$ cat src/rtl/joy_pkg.sv
`default_nettype none
//==============================================================================
// joy_pkg : shared encodings and helpers for the serial joystick reader
// Revision: 1.0
//==============================================================================
package joy_pkg;

   localparam int c_state_w = 2;

   localparam logic [c_state_w-1:0] c_st_load   = 2'd0;
   localparam logic [c_state_w-1:0] c_st_skip   = 2'd1;
   localparam logic [c_state_w-1:0] c_st_shift  = 2'd2;
   localparam logic [c_state_w-1:0] c_st_commit = 2'd3;

   // Joystick words are active-low, so an idle bit reads as 1.
   localparam logic c_idle_bit = 1'b1;

   function automatic int joy_total(input int num_players, input int bits_per_player,
                                    input int lead_bits);
      return 1 + lead_bits + num_players * bits_per_player;
   endfunction

endpackage
`default_nettype wire

$ cat src/rtl/joy_debounce.sv
`default_nettype none
//==============================================================================
// joy_debounce : frame-consistency filter producing the published joystick word
// Revision: 1.0
//==============================================================================
module joy_debounce
   import joy_pkg::*;
#(
   parameter int WIDTH           = 24,
   parameter int DEBOUNCE_FRAMES = 2
) (
   input  logic             clk,
   input  logic             rst,
   input  logic             i_commit,
   input  logic [WIDTH-1:0] i_raw,
   output logic [WIDTH-1:0] o_joy,
   output logic             o_changed
);

   localparam int                 c_cnt_w = $clog2(DEBOUNCE_FRAMES + 1);
   localparam logic [c_cnt_w-1:0] c_max   = c_cnt_w'(DEBOUNCE_FRAMES);

   logic [WIDTH-1:0]   r_prev;
   logic [WIDTH-1:0]   r_joy;
   logic [c_cnt_w-1:0] r_stable;
   logic               r_changed;

   logic               w_same;
   logic [c_cnt_w-1:0] w_stable_next;
   logic               w_update;

   // The counter only needs to reach the threshold, so it saturates there.
   always_comb begin
      w_same        = (i_raw == r_prev);
      w_stable_next = c_cnt_w'(1);
      if (w_same) begin
         w_stable_next = (r_stable == c_max) ? r_stable : r_stable + c_cnt_w'(1);
      end
      w_update = (w_stable_next >= c_max) && (i_raw != r_joy);
   end

   always_ff @(posedge clk or posedge rst) begin
      if (rst) begin
         r_prev    <= {WIDTH{c_idle_bit}};
         r_joy     <= {WIDTH{c_idle_bit}};
         r_stable  <= '0;
         r_changed <= 1'b0;
      end else begin
         r_changed <= i_commit && w_update;
         if (i_commit) begin
            r_prev   <= i_raw;
            r_stable <= w_stable_next;
            if (w_update) begin
               r_joy <= i_raw;
            end
         end
      end
   end

   assign o_joy     = r_joy;
   assign o_changed = r_changed;

endmodule
`default_nettype wire

$ cat src/rtl/joy_serial_reader.sv
`default_nettype none
//==============================================================================
// joy_serial_reader : drives a PISO joystick adapter and deserialises N players
// Revision: 1.0
//==============================================================================
module joy_serial_reader
   import joy_pkg::*;
#(
   parameter int NUM_PLAYERS     = 2,
   parameter int BITS_PER_PLAYER = 12,
   parameter int LEAD_BITS       = 1,
   parameter int SHIFT_DIV       = 16,
   parameter int DEBOUNCE_FRAMES = 2
) (
   input  logic                                   I_CLK,
   input  logic                                   I_RESET,
   input  logic                                   I_ENA,
   input  logic                                   JOY_DATA,
   output logic                                   JOY_CLK,
   output logic                                   JOY_LOAD,
   output logic [NUM_PLAYERS*BITS_PER_PLAYER-1:0] O_JOY,
   output logic                                   O_FRAME,
   output logic                                   O_CHANGED
);

   localparam int c_width      = NUM_PLAYERS * BITS_PER_PLAYER;
   localparam int c_total      = joy_total(NUM_PLAYERS, BITS_PER_PLAYER, LEAD_BITS);
   localparam int c_slot_w     = $clog2(c_total);
   localparam int c_div_w      = $clog2(SHIFT_DIV);
   localparam int c_first_data = 1 + LEAD_BITS;

   logic [1:0]           r_sync;
   logic [c_div_w-1:0]   r_div;
   logic                 r_joy_clk;
   logic                 r_joy_load;
   logic [c_slot_w-1:0]  r_slot;
   logic [c_width-1:0]   r_raw;
   logic [c_state_w-1:0] r_state;

   logic                 w_data;
   logic                 w_tick;
   logic                 w_rise;
   logic                 w_last_slot;
   logic                 w_capture;
   logic [c_slot_w-1:0]  w_bit_idx;
   logic [c_state_w-1:0] w_state_next;
   logic                 w_commit;

   always_ff @(posedge I_CLK or posedge I_RESET) begin
      if (I_RESET) begin
         r_sync <= {2{c_idle_bit}};
      end else begin
         r_sync <= {r_sync[0], JOY_DATA};
      end
   end

   assign w_data      = r_sync[1];
   assign w_tick      = I_ENA && (r_div == c_div_w'(SHIFT_DIV - 1));
   assign w_rise      = w_tick && !r_joy_clk;
   assign w_last_slot = (r_slot == c_slot_w'(c_total - 1));
   assign w_capture   = w_rise && (r_slot >= c_slot_w'(c_first_data));
   assign w_bit_idx   = r_slot - c_slot_w'(c_first_data);

   // Everything advances only on I_ENA, so a pause resumes mid-frame intact.
   always_ff @(posedge I_CLK or posedge I_RESET) begin
      if (I_RESET) begin
         r_div      <= '0;
         r_joy_clk  <= 1'b0;
         r_joy_load <= 1'b1;
         r_slot     <= '0;
      end else begin
         if (I_ENA) begin
            r_div <= w_tick ? '0 : r_div + c_div_w'(1);
         end
         if (w_tick) begin
            r_joy_clk <= ~r_joy_clk;
         end
         if (w_rise) begin
            r_joy_load <= (r_slot != '0);
            r_slot     <= w_last_slot ? '0 : r_slot + c_slot_w'(1);
         end
      end
   end

   always_ff @(posedge I_CLK or posedge I_RESET) begin
      if (I_RESET) begin
         r_raw <= {c_width{c_idle_bit}};
      end else begin
         for (int i = 0; i < c_width; i++) begin
            if (w_capture && (w_bit_idx == c_slot_w'(i))) begin
               r_raw[i] <= w_data;
            end
         end
      end
   end

   always_ff @(posedge I_CLK or posedge I_RESET) begin
      if (I_RESET) begin
         r_state <= c_st_load;
      end else begin
         r_state <= w_state_next;
      end
   end

   // COMMIT always falls back to LOAD after one cycle, independent of I_ENA.
   always_comb begin
      w_state_next = r_state;
      case (r_state)
         c_st_load: begin
            if (w_rise) begin
               w_state_next = (LEAD_BITS > 0) ? c_st_skip : c_st_shift;
            end
         end
         c_st_skip: begin
            if (w_rise && (r_slot == c_slot_w'(LEAD_BITS))) begin
               w_state_next = c_st_shift;
            end
         end
         c_st_shift: begin
            if (w_rise && w_last_slot) begin
               w_state_next = c_st_commit;
            end
         end
         c_st_commit: begin
            w_state_next = c_st_load;
         end
         default: begin
            w_state_next = c_st_load;
         end
      endcase
   end

   always_comb begin
      w_commit = 1'b0;
      if (r_state == c_st_commit) begin
         w_commit = 1'b1;
      end
   end

   joy_debounce #(
      .WIDTH           (c_width),
      .DEBOUNCE_FRAMES (DEBOUNCE_FRAMES)
   ) u_debounce (
      .clk       (I_CLK),
      .rst       (I_RESET),
      .i_commit  (w_commit),
      .i_raw     (r_raw),
      .o_joy     (O_JOY),
      .o_changed (O_CHANGED)
   );

   assign JOY_CLK  = r_joy_clk;
   assign JOY_LOAD = r_joy_load;
   assign O_FRAME  = w_commit;

endmodule
`default_nettype wire

$ cat config.mk
export PLATFORM = sky130hd
export DESIGN_NAME = joy_serial_reader
export DESIGN_NICKNAME = d
export VERILOG_FILES = /design/src/rtl/joy_pkg.sv /design/src/rtl/joy_debounce.sv /design/src/rtl/joy_serial_reader.sv
export SDC_FILE = /design/constraint.sdc
export NUM_CORES = 1
export LEC_CHECK = 0
export ABC_CLOCK_PERIOD_IN_PS = 5600
export CORE_MARGIN = 2
export CORE_UTILIZATION = 63
export DETAILED_ROUTE_END_ITERATION = 7
export PLACE_DENSITY = 0.85
export SKIP_CTS_REPAIR_TIMING = 1
export SYNTH_ARGS = -nofsm -noshare
export SYNTH_HDL_FRONTEND = slang
export SYNTH_SLANG_ARGS = --single-unit
export TNS_END_PERCENT = 10
$ cat constraint.sdc
create_clock -name I_CLK -period 5.6 [get_ports I_CLK]
set_clock_uncertainty 0.05 [all_clocks]
set_input_delay 1.12 -clock I_CLK [delete_from_list [all_inputs] [get_ports I_CLK]]
set_output_delay 1.12 -clock I_CLK [all_outputs]
set_load 0.02 [all_outputs]
==> flow_metrics.py, run 1 <==
metrics = {
    "worst_setup_path": {
        "crit_path_start_kind": "primary input",
        "worstPathArrival_ns": 3.31,
        "path_buf_inv": 1,
        "max_stage_delay_ns": 0.61,
        "crit_required_ns": 5.83,
        "crit_type": "in -> reg",
        "path_delay_family": "simple AND/OR/NAND/NOR gates",
        "cp_slowest_cell": "nor2_1",
        "crit_path_cell_trace": "clkdlybuf4s50_1 > and4_1 > o311ai_2 > nor2_1 > nand3_1 > mux2_2",
        "endpoint_kind": "flop",
        "r2r_start": "r_raw[13]",
        "cp_max_fo": 12,
        "critical_path.startpoint": "I_ENA",
    },
    "clock_network": {
        "htreeDepth": 3,
        "clockBufferDepth": 2,
        "cts_inserted_buffers": 9,
        "clock-sinks": 90,
        "root_buffer": "clkbuf_8",
        "worstSkewPairLatency_ns": 0.36,
        "cts_tree": "built",
        "clk_pin_slew_worst_paths_ns": 0.09,
    },
    "detailed_routing": {
        "vias_per_cell": 5.79,
        "routed_wirelength_mm": 8.89,
        "wl_per_cell_um": 18.2,
        "vias": 2824,
        "drt_iter0_markers": 152,
        "firstDrtPassIters": 6,
        "ant_nets": 0,
        "drc_errors": 0,
    },
    "timing": {
        "worst_pin_slew_ns": 1.12,
        "hold_viol": 0,
        "fin_crit_ns": 3.07,
        "fin_crit_sh_pct": 54.9,
        "finalSetupViolCount": 0,
        "rsz0062_at_grt": "false",
        "max_freq_mhz": 325,
        "slew_headroom_pct": 25.4,
        "tns_ns": 0,
        "drv_slew": 0,
        "setup_ws_ns": 2.53,
    },
    "power_and_ir_drop": {
        "p_leak_nw": 2.29,
        "vdd_drop_max_v": 0.000340,
        "power_mw": 2.05,
        "powerDensity_nw_per_um2": 397,
    },
    "global_routing": {
        "grt_max_degree": 55,
        "grt.overflow.total": 0,
        "antenna_found_initial": 0,
        "grt_use_total_pct": 24.5,
        "grt_pass1_wl_mm": 14.5,
        "grt_pass1_vias": 2933,
    },
    "cells_and_area": {
        "syn_to_final_growth_pct": 12.6,
        "fin_nets": 400,
        "fillers": 511,
        "drive_above_1_share_pct": 45.0,
        "diodes": 0,
        "fin_util_pct": 72.3,
    },
    "place": {
        "routabilityCongestion": 0.795,
        "hpwlAfterDp_mm": 6.15,
        "pre_cts_slack_ns": 2.17,
        "port_buffers": 31,
    },
    "min_path": {
        "hp-start": "r_sync[0]",
        "hold_class": "reg -> reg",
    },
    "synth": {
        "yosysSeqAreaShare_pct": 51.2,
        "synth_edf_count": 0,
        "synth_top_area_share_pct": 43.0,
        "yosysMostFrequentCell": "dfstp_2",
        "ys_ff_latch": 90,
        "netlist_top_cells_count": "75 x dfstp_2, 56 x mux2_2, 33 x xor2_1, 23 x nand2_1",
        "synth_area_per_cell_um2": 13.0,
        "syn-cell-area_um2": 4580,
        "synthFlopType": "dfstp_2",
        "synthDistinctLibCells": 37,
        "syn_inst": 352,
        "yosysWarnings": 0,
        "synth_nets": 368,
        "synth_area_leaders": "dfstp_2 43%, mux2_2 14%, dfrtp_1 8.2%",
        "synthArstFlopShare_pct": 100,
        "synth_top_cell_by_area": "dfstp_2",
    },
    "outcome": {
        "status": "complete, no violations",
    },
    "floorplan": {
        "initial_utilization_pct": 64.2,
        "die_h_um": 89.3,
        "core_area_um2": 7140,
        "ios": 32,
        "rows": 31,
        "die-area_um2": 7970,
        "dieWidth_um": 89.3,
    },
    "run": {
        "cap_violations": 0,
    },
}
[power breakdown]
| part | internal (mW) | switching [mW] | leakage (nW) | total (mW) |
|---|---|---|---|---|
| clock | 0.212 | 0.214 | 0.102 | 0.425 |
| sequential | 0.765 | 0.101 | 0.958 | 0.866 |
| combinational | 0.322 | 0.434 | 1.23 | 0.755 |
[worst paths after layout]
path	to	slack (ns)	cells past startpoint
max	r_raw[6]	2.53	6
min	r_sync[1]	0.31	0
max reg2reg	u_debounce.o_joy[20]	2.60	5
min reg2reg	r_sync[1]	0.31	0
max in group asynchronous	u_debounce.r_prev[15]	3.30	3
min in group asynchronous	r_div[0]	1.20	2
[cell type report]
| cell class | count | area [µm²] | share of cell area (%) |
|---|---|---|---|
| well taps | 99 | 124 | 2.40 |
| inverters | 11 | 42.5 | 0.825 |
| clock inverters | 2 | 10.0 | 0.194 |
| flip-flops and latches | 90 | 2350 | 45.5 |
| clock buffers | 14 | 184 | 3.57 |
| multi-input cells | 239 | 2130 | 41.2 |
| repair buffers | 33 | 325 | 6.31 |
[routing by layer]
| layer | vias to the layer above | track usage (%) | part of all wire (%) |
|---|---|---|---|
| met3 | 21 | 5.91 | 4.0 |
| met1 | 1428 | 30.3 | 42 |
| met2 | 65 | 42.2 | 52 |
| met4 | 0 | 8.14 | 2.2 |
| li1 | 1310 | - | - |
| met5 | - | 0 | 0 |
[stage by stage]
stage | instances | hold slack [ns] | area, µm²
floorplan | 352 | 0.295 | 4580
global placement | 472 | 0.300 | 4960
detailed placement | 472 | 0.297 | 4960
CTS | 488 | 0.313 | 5160
global route | 488 | 0.316 | 5160
finish | 488 | 0.313 | 5160
[sequential cells by signal (all words and copies together), names as in the netlist, 2 cells and up]
register and cells:
r_div 4, r_raw 24, r_slot 5, r_state 2, r_sync 2, u_debounce.o_joy 24
u_debounce.r_prev 24, u_debounce.r_stable 2
[kinds of logic (layout without fill, tap and decap cells)]
family | Yosys count | in the layout | share of synthesized area [%]
multiplexers | 76 | 76 | 20.3
AND/OR/NAND/NOR | 76 | 76 | 9.12
AO/OA/AOI/OAI | 22 | 22 | 3.55
XOR/XNOR | 53 | 53 | 10.1
buffers and inverters | 23 | 60 | 2.38
adder cells (fa/ha/maj) | 12 | 12 | 3.28
flip-flops | 90 | 90 | 51.2
[cells in the final DEF (no fill, tap or decap), drive strengths merged, types with 2 or more instances in the layout]
| cell type | n |
|---|---|
| xor2 | 33 |
| ha | 12 |
| dfrtp | 15 |
| clkbuf | 14 |
| and4 | 2 |
| nor4 | 10 |
| clkdlybuf4s50 | 31 |
| mux2 | 76 |
| nor3 | 4 |
| nand4 | 15 |
| inv | 10 |
| o21ai | 12 |
| xnor2 | 20 |
| nand2 | 23 |
| dfstp | 75 |
| nor2 | 8 |
| nand3 | 8 |
| a21oi | 3 |
| clkinv | 3 |
| o32a | 2 |
| buf | 2 |
No activity file was read; power rests on OpenSTA's default activity.
==> inputs of run 2 (changes only) <==
--- a/config.mk
+++ b/config.mk
@@ -5,11 +5,11 @@
 export SDC_FILE = /design/constraint.sdc
 export NUM_CORES = 1
 export LEC_CHECK = 0
-export ABC_CLOCK_PERIOD_IN_PS = 5600
+export ABC_CLOCK_PERIOD_IN_PS = 3000
 export CORE_MARGIN = 2
-export CORE_UTILIZATION = 63
+export CORE_UTILIZATION = 59
 export DETAILED_ROUTE_END_ITERATION = 7
-export PLACE_DENSITY = 0.85
+export PLACE_DENSITY = 0.8
 export SKIP_CTS_REPAIR_TIMING = 1
 export SYNTH_ARGS = -nofsm -noshare
 export SYNTH_HDL_FRONTEND = slang
==> constraint.sdc (replaced) <==
create_clock -name I_CLK -period 3 [get_ports I_CLK]
set_clock_uncertainty 0.05 [all_clocks]
set_input_delay 0.6 -clock I_CLK [delete_from_list [all_inputs] [get_ports I_CLK]]
set_output_delay 0.6 -clock I_CLK [all_outputs]
set_load 0.02 [all_outputs]
==> flow_metrics.py, run 2 (synthesized netlist as in run 1, its figures left out) <==
metrics = {
    "worst_setup_path": {
        "endpoint_kind": "flop",
        "critical_path.startpoint": "r_raw[18]",
        "cp_max_fo": 15,
        "max_stage_delay_ns": 0.59,
        "worstPathArrival_ns": 2.74,
        "cp_slowest_cell": "dfstp_2",
        "crit_path_start_kind": "flop",
        "crit_type": "reg -> reg",
        "r2r_start": "r_raw[18]",
        "crit_required_ns": 3.23,
        "crit_path_cell_trace": "xor2_1 > nor4_1 > nand4_1 > o2111ai_4 > buf_4 > mux2_2",
    },
    "clock_network": {
        "htreeDepth": 3,
        "clock-sinks": 90,
        "worstSkewPairLatency_ns": 0.36,
        "cts_tree": "built",
        "clockBufferDepth": 2,
        "clk_pin_slew_worst_paths_ns": 0.08,
        "cts_inserted_buffers": 9,
        "root_buffer": "clkbuf_8",
    },
    "cells_and_area": {
        "fin_nets": 406,
        "mostFrequentLayoutCells": "75 x dfstp_2, 56 x mux2_2, 33 x xor2_1, 31 x clkdlybuf4s50_1, 23 x nand2_1",
        "fin_util_pct": 68.8,
        "diodes": 0,
        "syn_to_final_growth_pct": 14.3,
        "drive_above_1_share_pct": 46.3,
        "final_common_cell": "dfstp_2",
    },
    "global_routing": {
        "grt.overflow.total": 0,
        "grt_use_total_pct": 21.0,
        "grt_max_degree": 75,
        "grt_pass1_wl_mm": 13.9,
        "grt_pass1_vias": 2755,
        "antenna_found_initial": 0,
    },
    "floorplan": {
        "die_h_um": 92.1,
        "initial_utilization_pct": 60.2,
        "die-area_um2": 8480,
        "core_area_um2": 7610,
        "dieWidth_um": 92.1,
        "ios": 32,
        "rows": 32,
    },
    "timing": {
        "slew_headroom_pct": 66.5,
        "fin_crit_ns": 2.50,
        "rsz0062_at_grt": "false",
        "tns_ns": 0,
        "drv_slew": 0,
        "fin_crit_sh_pct": 83.5,
        "hold_viol": 0,
        "finalSetupViolCount": 0,
        "max_freq_mhz": 399,
        "worst_pin_slew_ns": 0.499,
    },
    "detailed_routing": {
        "firstDrtPassIters": 4,
        "wl_per_cell_um": 16.6,
        "drc_errors": 0,
        "routed_wirelength_mm": 8.25,
        "drt_iter0_markers": 118,
        "vias_per_cell": 5.58,
        "ant_nets": 0,
        "vias": 2774,
    },
    "power_and_ir_drop": {
        "p_leak_nw": 2.34,
        "powerDensity_nw_per_um2": 737,
        "vdd_drop_max_v": 0.000501,
    },
    "place": {
        "port_buffers": 31,
        "routabilityCongestion": 0.800,
        "hpwlAfterDp_mm": 5.77,
    },
    "outcome": {
        "status": "complete, no violations",
    },
    "min_path": {
        "hold_class": "reg -> reg",
        "hp-start": "r_sync[0]",
    },
    "run": {
        "cap_violations": 0,
    },
}
-- run 2: cell count changes in the layout (fill, tap and decap cells not counted), sizes merged --
cell    delta
buf        +6
clkbuf     -1
clkinv     +1
-- run 2: layer usage --
| metal | vias up | routed length (µm) | part of all wire (%) | global-route usage [%] |
|---|---|---|---|---|
| met5 | - | 0 | 0 | 0 |
| met4 | 0 | 88 | 1.1 | 5.60 |
| met2 | 31 | 4120 | 50 | 34.4 |
| li1 | 1316 | - | - | - |
| met1 | 1420 | 3860 | 47 | 28.8 |
| met3 | 7 | 178 | 2.2 | 4.27 |
-- run 2: layout make-up --
class	instances	area, µm²
Clock buffer	13	190
Sequential cell	90	2350
Multi-Input combinational cell	239	2130
Fill cell	542	2370
Tap cell	102	128
Inverter	11	42.5
Timing Repair Buffer	39	383
Clock inverter	3	18.8
-- run 2: power breakdown --
part | internal, mW | switching [mW] | total, mW
sequential | 1.43 | 0.182 | 1.61
combinational | 0.608 | 0.797 | 1.41
clock | 0.419 | 0.426 | 0.845
total | 2.45 | 1.40 | 3.86
-- run 2: final timing paths --
kind                                     endpoint  slack (ns)  cells after the start
max                          u_debounce.o_joy[20]        0.50                      6
min                                     r_sync[1]        0.31                      0
max reg2reg                  u_debounce.o_joy[20]        0.50                      6
min reg2reg                             r_sync[1]        0.31                      0
max in group asynchronous   u_debounce.r_prev[13]        1.71                      3
min in group asynchronous  u_debounce.r_stable[1]        0.45                      2
-- run 2: through the flow --
stage / area [µm²] / setup slack [ns] / std cells / power, mW / hold slack [ns]
6_report: 5230 / 0.495 / 497 / 3.86 / 0.309
5_1_grt: 5230 / 0.410 / 497 / 4.09 / 0.313
4_1_cts: 5230 / 0.463 / 497 / 3.89 / 0.311
3_5_place_dp: 5020 / 0.334 / 481 / 3.03 / 0.299
3_3_place_gp: 5020 / 0.386 / 481 / 2.99 / 0.297
2_1_floorplan: 4580 / 0.139 / 352 / 2.67 / 0.295
-- run 2: critical path, delay by kind of cell, from the launching register on --
family	cells	cell delay (ns)
flip-flops	1	0.59
buffers and inverters	1	0.31
multiplexers	1	0.37
AND/OR/NAND/NOR	2	0.76
XOR/XNOR	1	0.08
AO/OA/AOI/OAI	1	0.26
==> inputs of run 3 (changes only) <==
--- a/config.mk
+++ b/config.mk
@@ -5,7 +5,7 @@
 export SDC_FILE = /design/constraint.sdc
 export NUM_CORES = 1
 export LEC_CHECK = 0
-export ABC_CLOCK_PERIOD_IN_PS = 3000
+export ABC_CLOCK_PERIOD_IN_PS = 2540
 export CORE_MARGIN = 2
 export CORE_UTILIZATION = 59
 export DETAILED_ROUTE_END_ITERATION = 7
==> constraint.sdc (replaced) <==
create_clock -name I_CLK -period 2.54 [get_ports I_CLK]
set_clock_uncertainty 0.05 [all_clocks]
set_input_delay 0.508 -clock I_CLK [delete_from_list [all_inputs] [get_ports I_CLK]]
set_output_delay 0.508 -clock I_CLK [all_outputs]
set_load 0.02 [all_outputs]
==> flow_metrics.py, run 3 (synthesized netlist as in run 1, its figures left out) <==
metrics = {
    "outcome": {
        "status": "complete, no violations",
    },
    "global_routing": {
        "grt_max_degree": 46,
        "antenna_found_initial": 0,
        "grt_use_total_pct": 23.3,
        "grt.overflow.total": 0,
        "grt_pass1_vias": 3053,
        "grt_pass1_wl_mm": 15.1,
    },
    "timing": {
        "fin_hold_ws_ns": 0.312,
        "finalSetupViolCount": 0,
        "hold_viol": 0,
        "worst_pin_slew_ns": 0.500,
        "drv_slew": 0,
        "fin_crit_ns": 2.34,
        "max_freq_mhz": 428,
        "fin_crit_sh_pct": 91.9,
        "tns_ns": 0,
        "rsz0062_at_grt": "false",
        "slew_headroom_pct": 66.5,
    },
    "power_and_ir_drop": {
        "swShare_pct": 35.5,
        "vdd_drop_max_v": 0.000544,
        "power_frac_clock_pct": 22.8,
        "p_leak_nw": 2.42,
        "power_switching_mw": 1.71,
        "p_int_mw": 3.10,
        "power_frac_comb_pct": 37.8,
        "seq_power_share_pct": 39.4,
        "powerDensity_nw_per_um2": 891,
    },
    "floorplan": {
        "die_h_um": 92.1,
        "rows": 32,
        "die-area_um2": 8480,
        "initial_utilization_pct": 60.2,
        "ios": 32,
        "dieWidth_um": 92.1,
        "core_area_um2": 7610,
    },
    "worst_setup_path": {
        "rrSetupSlack_ns": 0.20,
        "endpoint_kind": "flop",
        "cp_max_fo": 8,
        "path_buf_inv": 3,
        "rr_worst_depth": 8,
        "crit_path_cell_trace": "xor2_1 > nor4_1 > buf_4 > nand4_1 > buf_4 > o2111ai_4 > buf_4 > mux2_2",
        "crit_required_ns": 2.79,
        "crit_top_cell": "buf_4",
        "r2r_start": "u_debounce.o_joy[18]",
        "r2r_end": "u_debounce.o_joy[22]",
        "crit_path_start_kind": "flop",
        "endpoint": "u_debounce.o_joy[22]",
        "cp_slowest_cell": "dfstp_2",
        "critical_path.startpoint": "u_debounce.o_joy[18]",
        "crit_type": "reg -> reg",
        "worstPathArrival_ns": 2.58,
        "path_delay_family": "buffers and inverters",
        "path_depth": 8,
        "max_stage_delay_ns": 0.55,
    },
    "clock_network": {
        "clk_pin_slew_worst_paths_ns": 0.08,
        "worstSkewPairLatency_ns": 0.37,
        "clockBufferDepth": 2,
        "clock-sinks": 90,
        "cts_inserted_buffers": 9,
        "cts_tree": "built",
        "root_buffer": "clkbuf_8",
        "htreeDepth": 3,
    },
    "cells_and_area": {
        "diodes": 0,
        "syn_to_final_growth_pct": 17.6,
        "finalNonFillerCells": 511,
        "final_common_cell": "dfstp_2",
        "drive_above_1_share_pct": 47.9,
        "mostFrequentLayoutCells": "75 x dfstp_2, 56 x mux2_2, 33 x xor2_1, 31 x clkdlybuf4s50_1, 23 x nand2_1",
        "fin_nets": 420,
    },
    "detailed_routing": {
        "routed_wirelength_mm": 9.04,
        "wl_per_cell_um": 17.7,
        "drt_iter0_markers": 122,
        "vias": 2872,
        "drc_errors": 0,
        "vias_per_cell": 5.62,
        "ant_nets": 0,
        "firstDrtPassIters": 4,
    },
    "run": {
        "cap_violations": 0,
    },
    "place": {
        "port_buffers": 31,
        "dp_cells": 495,
        "hpwlAfterDp_mm": 6.27,
        "routabilityCongestion": 0.872,
    },
    "min_path": {
        "hp-start": "r_sync[0]",
        "hold_class": "reg -> reg",
    },
}
[run 3: changes by cell type in the layout (fill, tap and decap cells not counted), sizes merged]
cell	before	now
clkbuf	13	12
clkinvlp	0	1
clkinv	4	2
buf	8	22
bufinv	0	2
[run 3: worst min path at each step]
| stage | to | slack [ns] | cells after the start |
|---|---|---|---|
| final | r_sync[1] | 0.31 | 0 |
| after global routing | r_sync[1] | 0.32 | 0 |
| after CTS | r_sync[1] | 0.32 | 0 |
| after detailed placement | r_sync[1] | 0.30 | 0 |
| after global placement | r_sync[1] | 0.30 | 0 |
| after floorplan | r_sync[1] | 0.30 | 0 |
[run 3: cell type report]
type	count	area, µm²
fill	537	2220
inverter	11	45.0
timing repair buffer	53	513
sequential	90	2350
clock inverter	4	73.8
multi-input combinational	239	2130
clock buffer	12	155
tap	102	128
[run 3: power groups by stage]
stage	Sequential [mW]	Combinational [mW]	Clock, mW
floorplan	1.91	1.25	0
global placement	1.90	1.74	0
detailed placement	1.91	1.80	0
CTS	1.89	1.81	1.12
global route	1.92	1.96	1.18
finish	1.89	1.81	1.10
[run 3: through the flow]
step | power (mW) | util [%] | setup slack (ns) | area (µm²)
2_1_floorplan | 3.16 | - | 0.495 | 4580
3_3_place_gp | 3.63 | 67.8 | 0.185 | 5160
3_5_place_dp | 3.71 | 67.8 | 0.129 | 5160
4_1_cts | 4.83 | 70.8 | 0.207 | 5390
5_1_grt | 5.07 | 70.8 | 0.132 | 5390
6_report | 4.80 | 70.8 | 0.205 | 5390
[run 3: routing by layer]
layer | wire, µm | part of all wire, % | track usage (%)
met1 | 3880 | 43 | 28.5
met2 | 4700 | 52 | 40.6
met3 | 318 | 3.5 | 5.75
met4 | 143 | 1.6 | 7.09
met5 | 0 | 0 | 0
